## config.mk

```make
export PLATFORM = sky130hd
export DESIGN_NAME = dmem_bytelane_flat
export DESIGN_NICKNAME = d
export VERILOG_FILES = /design/src/rtl/dmem_bytelane_if.sv /design/src/rtl/dmem_bytelane.sv /design/src/flat_wrapper.sv
export SDC_FILE = /design/constraint.sdc
export NUM_CORES = 2
export LEC_CHECK = 0
export CAP_MARGIN = 5
export CORE_MARGIN = 2
export CORE_UTILIZATION = 45
export DETAILED_ROUTE_END_ITERATION = 8
export PLACE_DENSITY_LB_ADDON = 0.1
export SYNTH_ARGS = -nofsm -noshare
export SYNTH_HDL_FRONTEND = slang
export SYNTH_SLANG_ARGS = --single-unit
```

## constraint.sdc

```tcl
create_clock -name clk -period 3.7 [get_ports clk]
set_input_delay 0.37 -clock clk [delete_from_list [all_inputs] [get_ports clk]]
set_output_delay 0.37 -clock clk [all_outputs]
set_load 0.01 [all_outputs]
```

## src/rtl/dmem_bytelane_if.sv

```systemverilog
// dmem_bytelane_if: load/store bus between the MEM-stage load/store unit and
// the byte-lane data memory. The master drives requests; the slave returns
// load data, the valid strobe, the clear-busy flag and the misalignment pulse.
interface dmem_bytelane_if #(
    parameter int ADDR_W = 32
);
    logic [ADDR_W-1:0] rd_add;
    logic              memRead;
    logic [1:0]        rd_size;
    logic              rd_signed;
    logic [ADDR_W-1:0] wr_add;
    logic [31:0]       wr_data;
    logic              memWrite;
    logic [1:0]        wr_size;
    logic [31:0]       data;
    logic              data_valid;
    logic              init_busy;
    logic              misalign_err;

    modport master (
        output rd_add, memRead, rd_size, rd_signed,
        output wr_add, wr_data, memWrite, wr_size,
        input  data, data_valid, init_busy, misalign_err
    );

    modport slave (
        input  rd_add, memRead, rd_size, rd_signed,
        input  wr_add, wr_data, memWrite, wr_size,
        output data, data_valid, init_busy, misalign_err
    );
endinterface

```

## src/rtl/dmem_bytelane.sv

```systemverilog
// dmem_bytelane: byte-addressable little-endian data memory with byte/half/word
// access, sign/zero-extended registered loads and a post-reset clear sequencer.
// Optional feature macro: DMEM_MISALIGN_TRAP_EN -- when defined, misaligned
// half/word accesses are suppressed and flagged on misalign_err; otherwise they
// proceed at the literal byte address (wrapping) and misalign_err stays 0.
//
// state  | meaning
// -------+-------------------------------------------------------------
// S_INIT | clearing one word per cycle at bytes 4k..4k+3; requests ignored
// S_RUN  | normal load/store operation
module dmem_bytelane #(
    parameter int ADDR_W     = 32,
    parameter int DEPTH      = 128,
    parameter int INIT_CLEAR = 1
) (
    input logic            clk,
    input logic            rst_n,
    dmem_bytelane_if.slave bus
);
    localparam int AW = $clog2(DEPTH);
    localparam int KW = $clog2(DEPTH / 4);
    localparam logic [KW-1:0] K_LAST = KW'(DEPTH / 4 - 1);

    typedef enum logic {S_INIT, S_RUN} state_t;

    state_t          state, state_nxt;
    logic [KW-1:0]   k;
    logic            init_busy_c;
    logic            init_we;

    logic [7:0]      mem [DEPTH];
    logic [AW-1:0]   ra, wa;
    logic            rd_mis, wr_mis;
    logic            run, load_go, store_go;
    logic [7:0]      rb [4];
    logic [31:0]     rd_ext;
    logic [3:0]      we;
    logic [AW-1:0]   wad [4];
    logic [7:0]      wby [4];
    logic            unused_addr_hi;

    // Only the low address bits select a byte; the rest wrap away.
    assign ra = bus.rd_add[AW-1:0];
    assign wa = bus.wr_add[AW-1:0];
    assign unused_addr_hi = ^{bus.rd_add[ADDR_W-1:AW], bus.wr_add[ADDR_W-1:AW]};

`ifdef DMEM_MISALIGN_TRAP_EN
    // Half needs addr[0]=0, word needs addr[1:0]=00; bytes never trap.
    always_comb begin
        rd_mis = 1'b0;
        wr_mis = 1'b0;
        case (bus.rd_size)
            2'b00:   rd_mis = 1'b0;
            2'b01:   rd_mis = ra[0];
            default: rd_mis = |ra[1:0];
        endcase
        case (bus.wr_size)
            2'b00:   wr_mis = 1'b0;
            2'b01:   wr_mis = wa[0];
            default: wr_mis = |wa[1:0];
        endcase
    end
`else
    assign rd_mis = 1'b0;
    assign wr_mis = 1'b0;
`endif

    assign run      = (state == S_RUN);
    assign load_go  = run & bus.memRead  & ~rd_mis;
    assign store_go = run & bus.memWrite & ~wr_mis;

    // State register and clear-word counter.
    always_ff @(posedge clk or negedge rst_n) begin
        if (!rst_n) begin
            state <= (INIT_CLEAR != 0) ? S_INIT : S_RUN;
            k     <= '0;
        end else begin
            state <= state_nxt;
            if (init_we) k <= k + KW'(1);
        end
    end

    // Next state: leave INIT once the last word has been cleared.
    always_comb begin
        state_nxt = state;
        case (state)
            S_INIT:  if (k == K_LAST) state_nxt = S_RUN;
            S_RUN:   state_nxt = S_RUN;
            default: state_nxt = S_RUN;
        endcase
    end

    // FSM outputs.
    always_comb begin
        init_busy_c = (state == S_INIT);
        init_we     = (state == S_INIT);
    end

    assign bus.init_busy = init_busy_c;

    // Gather the four candidate read bytes (wrapping) and size/extend them.
    always_comb begin
        for (int i = 0; i < 4; i++) rb[i] = mem[ra + AW'(i)];
        case (bus.rd_size)
            2'b00:   rd_ext = {{24{bus.rd_signed & rb[0][7]}}, rb[0]};
            2'b01:   rd_ext = {{16{bus.rd_signed & rb[1][7]}}, rb[1], rb[0]};
            default: rd_ext = {rb[3], rb[2], rb[1], rb[0]};
        endcase
    end

    // Per-lane write port: clear words during INIT, sized stores in RUN.
    always_comb begin
        we = 4'b0000;
        for (int i = 0; i < 4; i++) begin
            wad[i] = wa + AW'(i);
            wby[i] = bus.wr_data[8*i +: 8];
        end
        if (init_we) begin
            we = 4'b1111;
            for (int i = 0; i < 4; i++) begin
                wad[i] = {k, 2'b00} + AW'(i);
                wby[i] = 8'h00;
            end
        end else if (store_go) begin
            case (bus.wr_size)
                2'b00:   we = 4'b0001;
                2'b01:   we = 4'b0011;
                default: we = 4'b1111;
            endcase
        end
    end

    // Byte array; the read path sees pre-store contents within the same edge.
    always_ff @(posedge clk) begin
        for (int i = 0; i < 4; i++) begin
            if (we[i]) mem[wad[i]] <= wby[i];
        end
    end

    // Registered load result, valid strobe and misalignment pulse.
    always_ff @(posedge clk or negedge rst_n) begin
        if (!rst_n) begin
            bus.data         <= '0;
            bus.data_valid   <= 1'b0;
            bus.misalign_err <= 1'b0;
        end else begin
            bus.data_valid   <= load_go;
            if (load_go) bus.data <= rd_ext;
            bus.misalign_err <= run & ((bus.memRead & rd_mis) | (bus.memWrite & wr_mis));
        end
    end
endmodule

```

## src/flat_wrapper.sv

```systemverilog
// flat-port wrapper written by rule: the top's interface ports become plain ports
module dmem_bytelane_flat 
#(
    parameter int ADDR_W     = 32,
    parameter int DEPTH      = 128,
    parameter int INIT_CLEAR = 1
)
  (clk, rst_n, bus_rd_add, bus_memRead, bus_rd_size, bus_rd_signed, bus_wr_add, bus_wr_data, bus_memWrite, bus_wr_size, bus_data, bus_data_valid, bus_init_busy, bus_misalign_err);
  dmem_bytelane_if #(.ADDR_W(ADDR_W)) bus_i ();
  input logic clk;
  input logic rst_n;
  input wire logic [$bits(bus_i.rd_add)-1:0] bus_rd_add;
  input wire logic [$bits(bus_i.memRead)-1:0] bus_memRead;
  input wire logic [$bits(bus_i.rd_size)-1:0] bus_rd_size;
  input wire logic [$bits(bus_i.rd_signed)-1:0] bus_rd_signed;
  input wire logic [$bits(bus_i.wr_add)-1:0] bus_wr_add;
  input wire logic [$bits(bus_i.wr_data)-1:0] bus_wr_data;
  input wire logic [$bits(bus_i.memWrite)-1:0] bus_memWrite;
  input wire logic [$bits(bus_i.wr_size)-1:0] bus_wr_size;
  output wire logic [$bits(bus_i.data)-1:0] bus_data;
  output wire logic [$bits(bus_i.data_valid)-1:0] bus_data_valid;
  output wire logic [$bits(bus_i.init_busy)-1:0] bus_init_busy;
  output wire logic [$bits(bus_i.misalign_err)-1:0] bus_misalign_err;
  assign bus_i.rd_add = bus_rd_add;
  assign bus_i.memRead = bus_memRead;
  assign bus_i.rd_size = bus_rd_size;
  assign bus_i.rd_signed = bus_rd_signed;
  assign bus_i.wr_add = bus_wr_add;
  assign bus_i.wr_data = bus_wr_data;
  assign bus_i.memWrite = bus_memWrite;
  assign bus_i.wr_size = bus_wr_size;
  assign bus_data = bus_i.data;
  assign bus_data_valid = bus_i.data_valid;
  assign bus_init_busy = bus_i.init_busy;
  assign bus_misalign_err = bus_i.misalign_err;
  dmem_bytelane #(.ADDR_W(ADDR_W), .DEPTH(DEPTH), .INIT_CLEAR(INIT_CLEAR)) u_core (.clk(clk), .rst_n(rst_n), .bus(bus_i));
endmodule
```

# After elaboration in Yosys (flattened, before gate mapping)
# Memory sizes are Yosys's and may differ from the RTL's.
# Index checks and enable logic that the tools add are counted.
[op_classes]
n_bitwise = 5
div_mod_pow = 0
muxes = 16
addsub = 10
magnitude_cmp = 0
n_eq_ne = 3
mul = 0
reduce_logical = 2
shifts = 0
[ops]
columns = ["op", "n"]
rows = [
  ["$pmux 32 s2", 1],
  ["$add 7x2->7 const B", 6],
  ["$mux 32", 1],
  ["$mux 28", 1],
  ["$add 7x1->7 const B", 3],
  ["$mux 1", 9],
  ["$mux 4", 2],
  ["$pmux 4 s2", 1],
  ["$add 5x1->5 const B", 1],
  ["$eq 5x5->1 const B", 1],
  ["$and 1x1->1", 4],
  ["$eq 2x1->1 const B", 2],
  ["$logic_not 2->1", 2],
  ["$pmux 1 s2", 1],
  ["$not 1->1", 1],
]
[word_totals]
latch_bits = 0
mem_bits_ro = 0
word_cells = 41
ramBits = 1024
memories = 1
register_bits = 39
out_inout_bits = 35
inputBits = 105
[memory_table]
columns = ["memory", "depth", "word_bits", "rd", "rd_ports_with_merged_regs", "write_ports", "line", "rtl"]
rows = [
  ["u_core.mem", 128, 8, 4, 0, 4, "dmem_bytelane.sv:31", "logic [7:0] mem [DEPTH];"],
]

# Logic depth before layout (Yosys ltp)
[logic_depth]
depth_word = 6
ltp_mapped = 21
depth_no_buf = 10

# Worst setup path after synthesis
# Ideal clock, no wire load.
[synth_timing]
path_kind = "input to register"
startpoint = "input bus_rd_add[1]"
endpoint = "register u_core.bus.data[29]"
cell_stages = 19
required_time_ps = 3558
setup_time_ps = 142
n_path_buf = 11
slack_ps = -844
arrival_time_ps = 4402
path_cell_list = "buf_4 > buf_4 > buf_6 > buf_2 > buf_4 > buf_4 > clkbuf_1 > inv_1 > ha_1 > buf_4 > buf_2 > buf_2 > buf_1 > mux4_2 > mux4_2 > a22oi_1 > a21oi_1 > a21oi_1 > a31oi_2"
[synth_between]
elab_chain_len = 4
word_cells_on_any_way = 6
classes_between = "add/sub: 2; mux: 1; bitwise: 2; memory: 1"
[synth_rtl]
columns = ["element", "line", "rtl"]
rows = [
  ["start, declared", "flat_wrapper.sv:12", "input wire logic [$bits(bus_i.rd_add)-1:0] bus_rd_add;"],
  ["$add 7x1->7", "dmem_bytelane.sv:103", "for (int i = 0; i < 4; i++) rb[i] = mem[ra + AW'(i)];"],
  ["$mem_v2 128x8 *", "n/a", ""],
  ["$and 1x1->1", "dmem_bytelane.sv:106", "2'b01: rd_ext = {{16{bus.rd_signed & rb[1][7]}}, rb[1], rb[0]};"],
  ["$pmux 32 s2 *", "dmem_bytelane.sv:104", "case (bus.rd_size)"],
  ["end signal, assigned", "dmem_bytelane.sv:148", "if (load_go) bus.data <= rd_ext;"],
  ["end, declared", "dmem_bytelane_if.sv:29", "output data, data_valid, init_busy, misalign_err"],
]
# Every way passes the cells marked *; elsewhere a longest branch is shown, timed or not.
# A chain may end at the register's enable or synchronous reset.

==> impl_metrics.json <==
{
  "leakage_nw": 48.24,
  "yosysTopAreaCell": "edfxtp_1",
  "synthTopCellsByCount": "2,932 x mux2i_1, 1,160 x mux4_2, 1,024 x edfxtp_1",
  "syn_avg_cell_area_um2": 12.27,
  "outcome": "finished, final reports clean",
  "tightest_slew_ns": 1.286,
  "worstSetupPathType": "flop to flop",
  "use_met2_pct": 67.77,
  "std_cell_rows": 176,
  "required_ns": 4.39,
  "crit_chain": "mux4_1 -> a31oi_1 -> buf_4 -> o21ai_0 -> o2bb2ai_1 -> buf_4 -> nand4_2 -> a41oi_4 -> buf_12 -> o21ai_1",
  "htree_levels": 4,
  "fin_worst_skew_ns": 0.04422,
  "postSynth.asyncResetShare_pct": 3.669,
  "holdPathStages": 3,
  "grt_use_met1_pct": 60.64,
  "yosys_warnings": 0,
  "synth_top_area_share_pct": 29.45,
  "antenna_left": 0,
  "timing.final.crit_share_pct": 96.54,
  "routedWlPerCell_um": 47.00,
  "crit_fanout": 8,
  "drt_iter0_drc": 16470,
  "syn-num-nets": 8623,
  "cts.repair.resized": 0,
  "grtUsageTotal_pct": 48.04,
  "fin_util_pct": 54.74,
  "synth-edff-count": 1024,
  "grt_antenna_before_repair": 47,
  "globalplace.congestion": 1.100,
  "busiest_layer": "met2",
  "netlist_area_um2": 104400,
  "finalSetupViolCount": 0,
  "insertion_delay_ns": 0.85,
  "synth_cell_type_count": 80,
  "startpoint_type": "flop",
  "whs_ns": 0.2132,
  "ioPinCount": 140,
  "cts-root-buf": "clkbuf_16",
  "rsz0062_at_grt": "no",
  "ys.flop_type": "edfxtp_1",
  "ff2ff_path_depth": 10,
  "core_um2": 230300,
  "end_kind": "flop",
  "maxCapViolCount": 0,
  "arrival_ns": 4.26,
  "hold_violations": 0,
  "dp_hpwl_um": 417400,
  "netlist_instances": 8508,
  "grt_pass1_wl_um": 776800,
  "synth.most_common_cell": "mux2i_1",
  "p_per_area_nw_per_um2": 300.0,
  "synthToLayoutAreaGrowth_pct": 20.77,
  "drv_slew": 0,
  "fin_tns_setup_ns": 0,
  "grt_max_degree": 95,
  "total_power_w": 0.03782,
  "fmax_mhz": 280.0,
  "dieWidth_um": 485.7,
  "grt_util_met3_pct": 20.31,
  "clockBufferDepth": 3,
  "crit_path_frequent_cell": "buf_4",
  "vdd_drop_max_mv": 0.4366,
  "synthTopCellsByArea": "edfxtp_1 29%, mux2i_1 28%, mux4_2 25%, clkbuf_1 2.3%, nand2_1 2.2%",
  "nFillCells": 19480,
  "final_nets": 9264,
  "cpPeakStageDelay_ns": 0.58,
  "timing.slew.headroom_pct": 14.25,
  "drcViolationCount": 0,
  "routed_via_density": 7.617,
  "grt_pass1_vias": 88600,
  "ys_seq_elements": 1063,
  "final.min_clock_period_ns": 3.572,
  "ys_seq_area_share_pct": 30.39,
  "overflow": 0,
  "cpMaxStageDelayCell": "mux4_1",
  "routed_wl_um": 577600,
  "numClockSinks": 1063,
  "numCtsBuffers": 141,
  "path_clk_slew_ns": 0.06,
  "io_buffers": 88,
  "die_height_um": 485.7,
  "first_pass_iters": 7,
  "cts_tree": "yes",
  "initial_core_util_pct": 45.32,
  "die_area_um2": 235900,
  "num_vias": 93620,
  "hold_path_class": "primary input to flop",
  "final_layout_size_suffix_gt1_share_pct": 33.41
}
==> flip-flops by register name, summed over array words and instances (netlist names) <==
name	count
u_core.bus.data	32
u_core.bus.data_valid	1
u_core.k	5
u_core.mem	1024
u_core.run	1
==> critical path, delay by kind of cell (launching register included) <==
family | cells | cell delay, ns
buffers and inverters | 3 | 0.60
DFF | 1 | 0.53
and+or+nand+nor | 1 | 0.26
AOI/OAI and AO/OA | 5 | 1.44
muxes | 1 | 0.58
==> worst paths after layout <==
kind / startpoint / to / slack [ns]
worst max register to register: u_core.mem[13][7] / u_core.bus.data[18] / 0.13
worst max-delay path: u_core.mem[13][7] / u_core.bus.data[18] / 0.13
worst min-delay path: bus_wr_data[27] / u_core.mem[14][3] / 0.21
min in group asynchronous: rst_n / u_core.k[0] / 0.31
max in group asynchronous: rst_n / u_core.bus.data_valid / 2.54
worst min register to register: u_core.bus.data[14] / u_core.bus.data[14] / 0.54
==> cell usage in the layout (no fill, tap or decap), drive strengths merged, types with 39 or more instances in the layout <==
| master | instances |
|---|---|
| edfxtp | 1024 |
| mux4 | 1162 |
| nand3 | 448 |
| buf | 1396 |
| clkdlybuf4s50 | 73 |
| o21ai | 303 |
| a31oi | 89 |
| nor2 | 361 |
| dfrtp | 39 |
| nor3 | 71 |
| clkinv | 53 |
| a21oi | 75 |
| clkbuf | 176 |
| nand2 | 616 |
| mux2i | 2932 |
==> where the power goes <==
group,internal [W],leakage [nW],total [W],switching (W)
clock,0.00730,2.02,0.0133,0.00604
combinational,0.00417,36.5,0.0110,0.00686
sequential,0.0133,9.69,0.0135,0.000154
==> cells by family (layout without fill, tap and decap cells) <==
group,Yosys count,count (layout),share of synthesized area [%]
adders and majority gates,10,10,0.1198
muxes,4100,4100,53.25
AOI/OAI and AO/OA,674,674,4.022
other,1,17,0.003592
xor gates and xnor gates,37,37,0.3356
and+or+nand+nor,1632,1632,7.765
buffers and inverters,991,1731,4.116
DFF,1063,1063,30.39
==> area by class of cell <==
type	instances	area [um2]	area share [%]
inverter	17	66.31	0.05259
tap	3026	3786	3.003
sequential	1063	31730	25.16
antenna	16	40.04	0.03175
clock inverter	68	442.9	0.3513
clock buffer	174	3716	2.947
timing repair buffer	1472	17320	13.74
multi-input combinational	6454	68990	54.71
==> per-stage QoR <==
step,cell area [um2],std cells,setup slack (ns)
after floorplan,104800,8508,0.02116
final,126100,12290,0.1280
after global routing,126100,12280,0.1475
after CTS,126000,12270,0.2763
after detailed placement,121900,12030,-0.4578
after global placement,121900,12030,-0.4154
==> per-layer routing <==
layer  part of all wire, %  wire, um  vias up
met1                    36    206600    47960
li1                      -         -    35420
met2                    41    238400     8382
met3                    15     86920     1817
met5                 0.092       531        -
met4                   7.8     45160       42
==> repair_timing <==
action	CTS	global route
buffers inserted	0	0
hold buffers	1	0
hold endpoints to repair	18	0
Power figures use the tool's default switching activity.
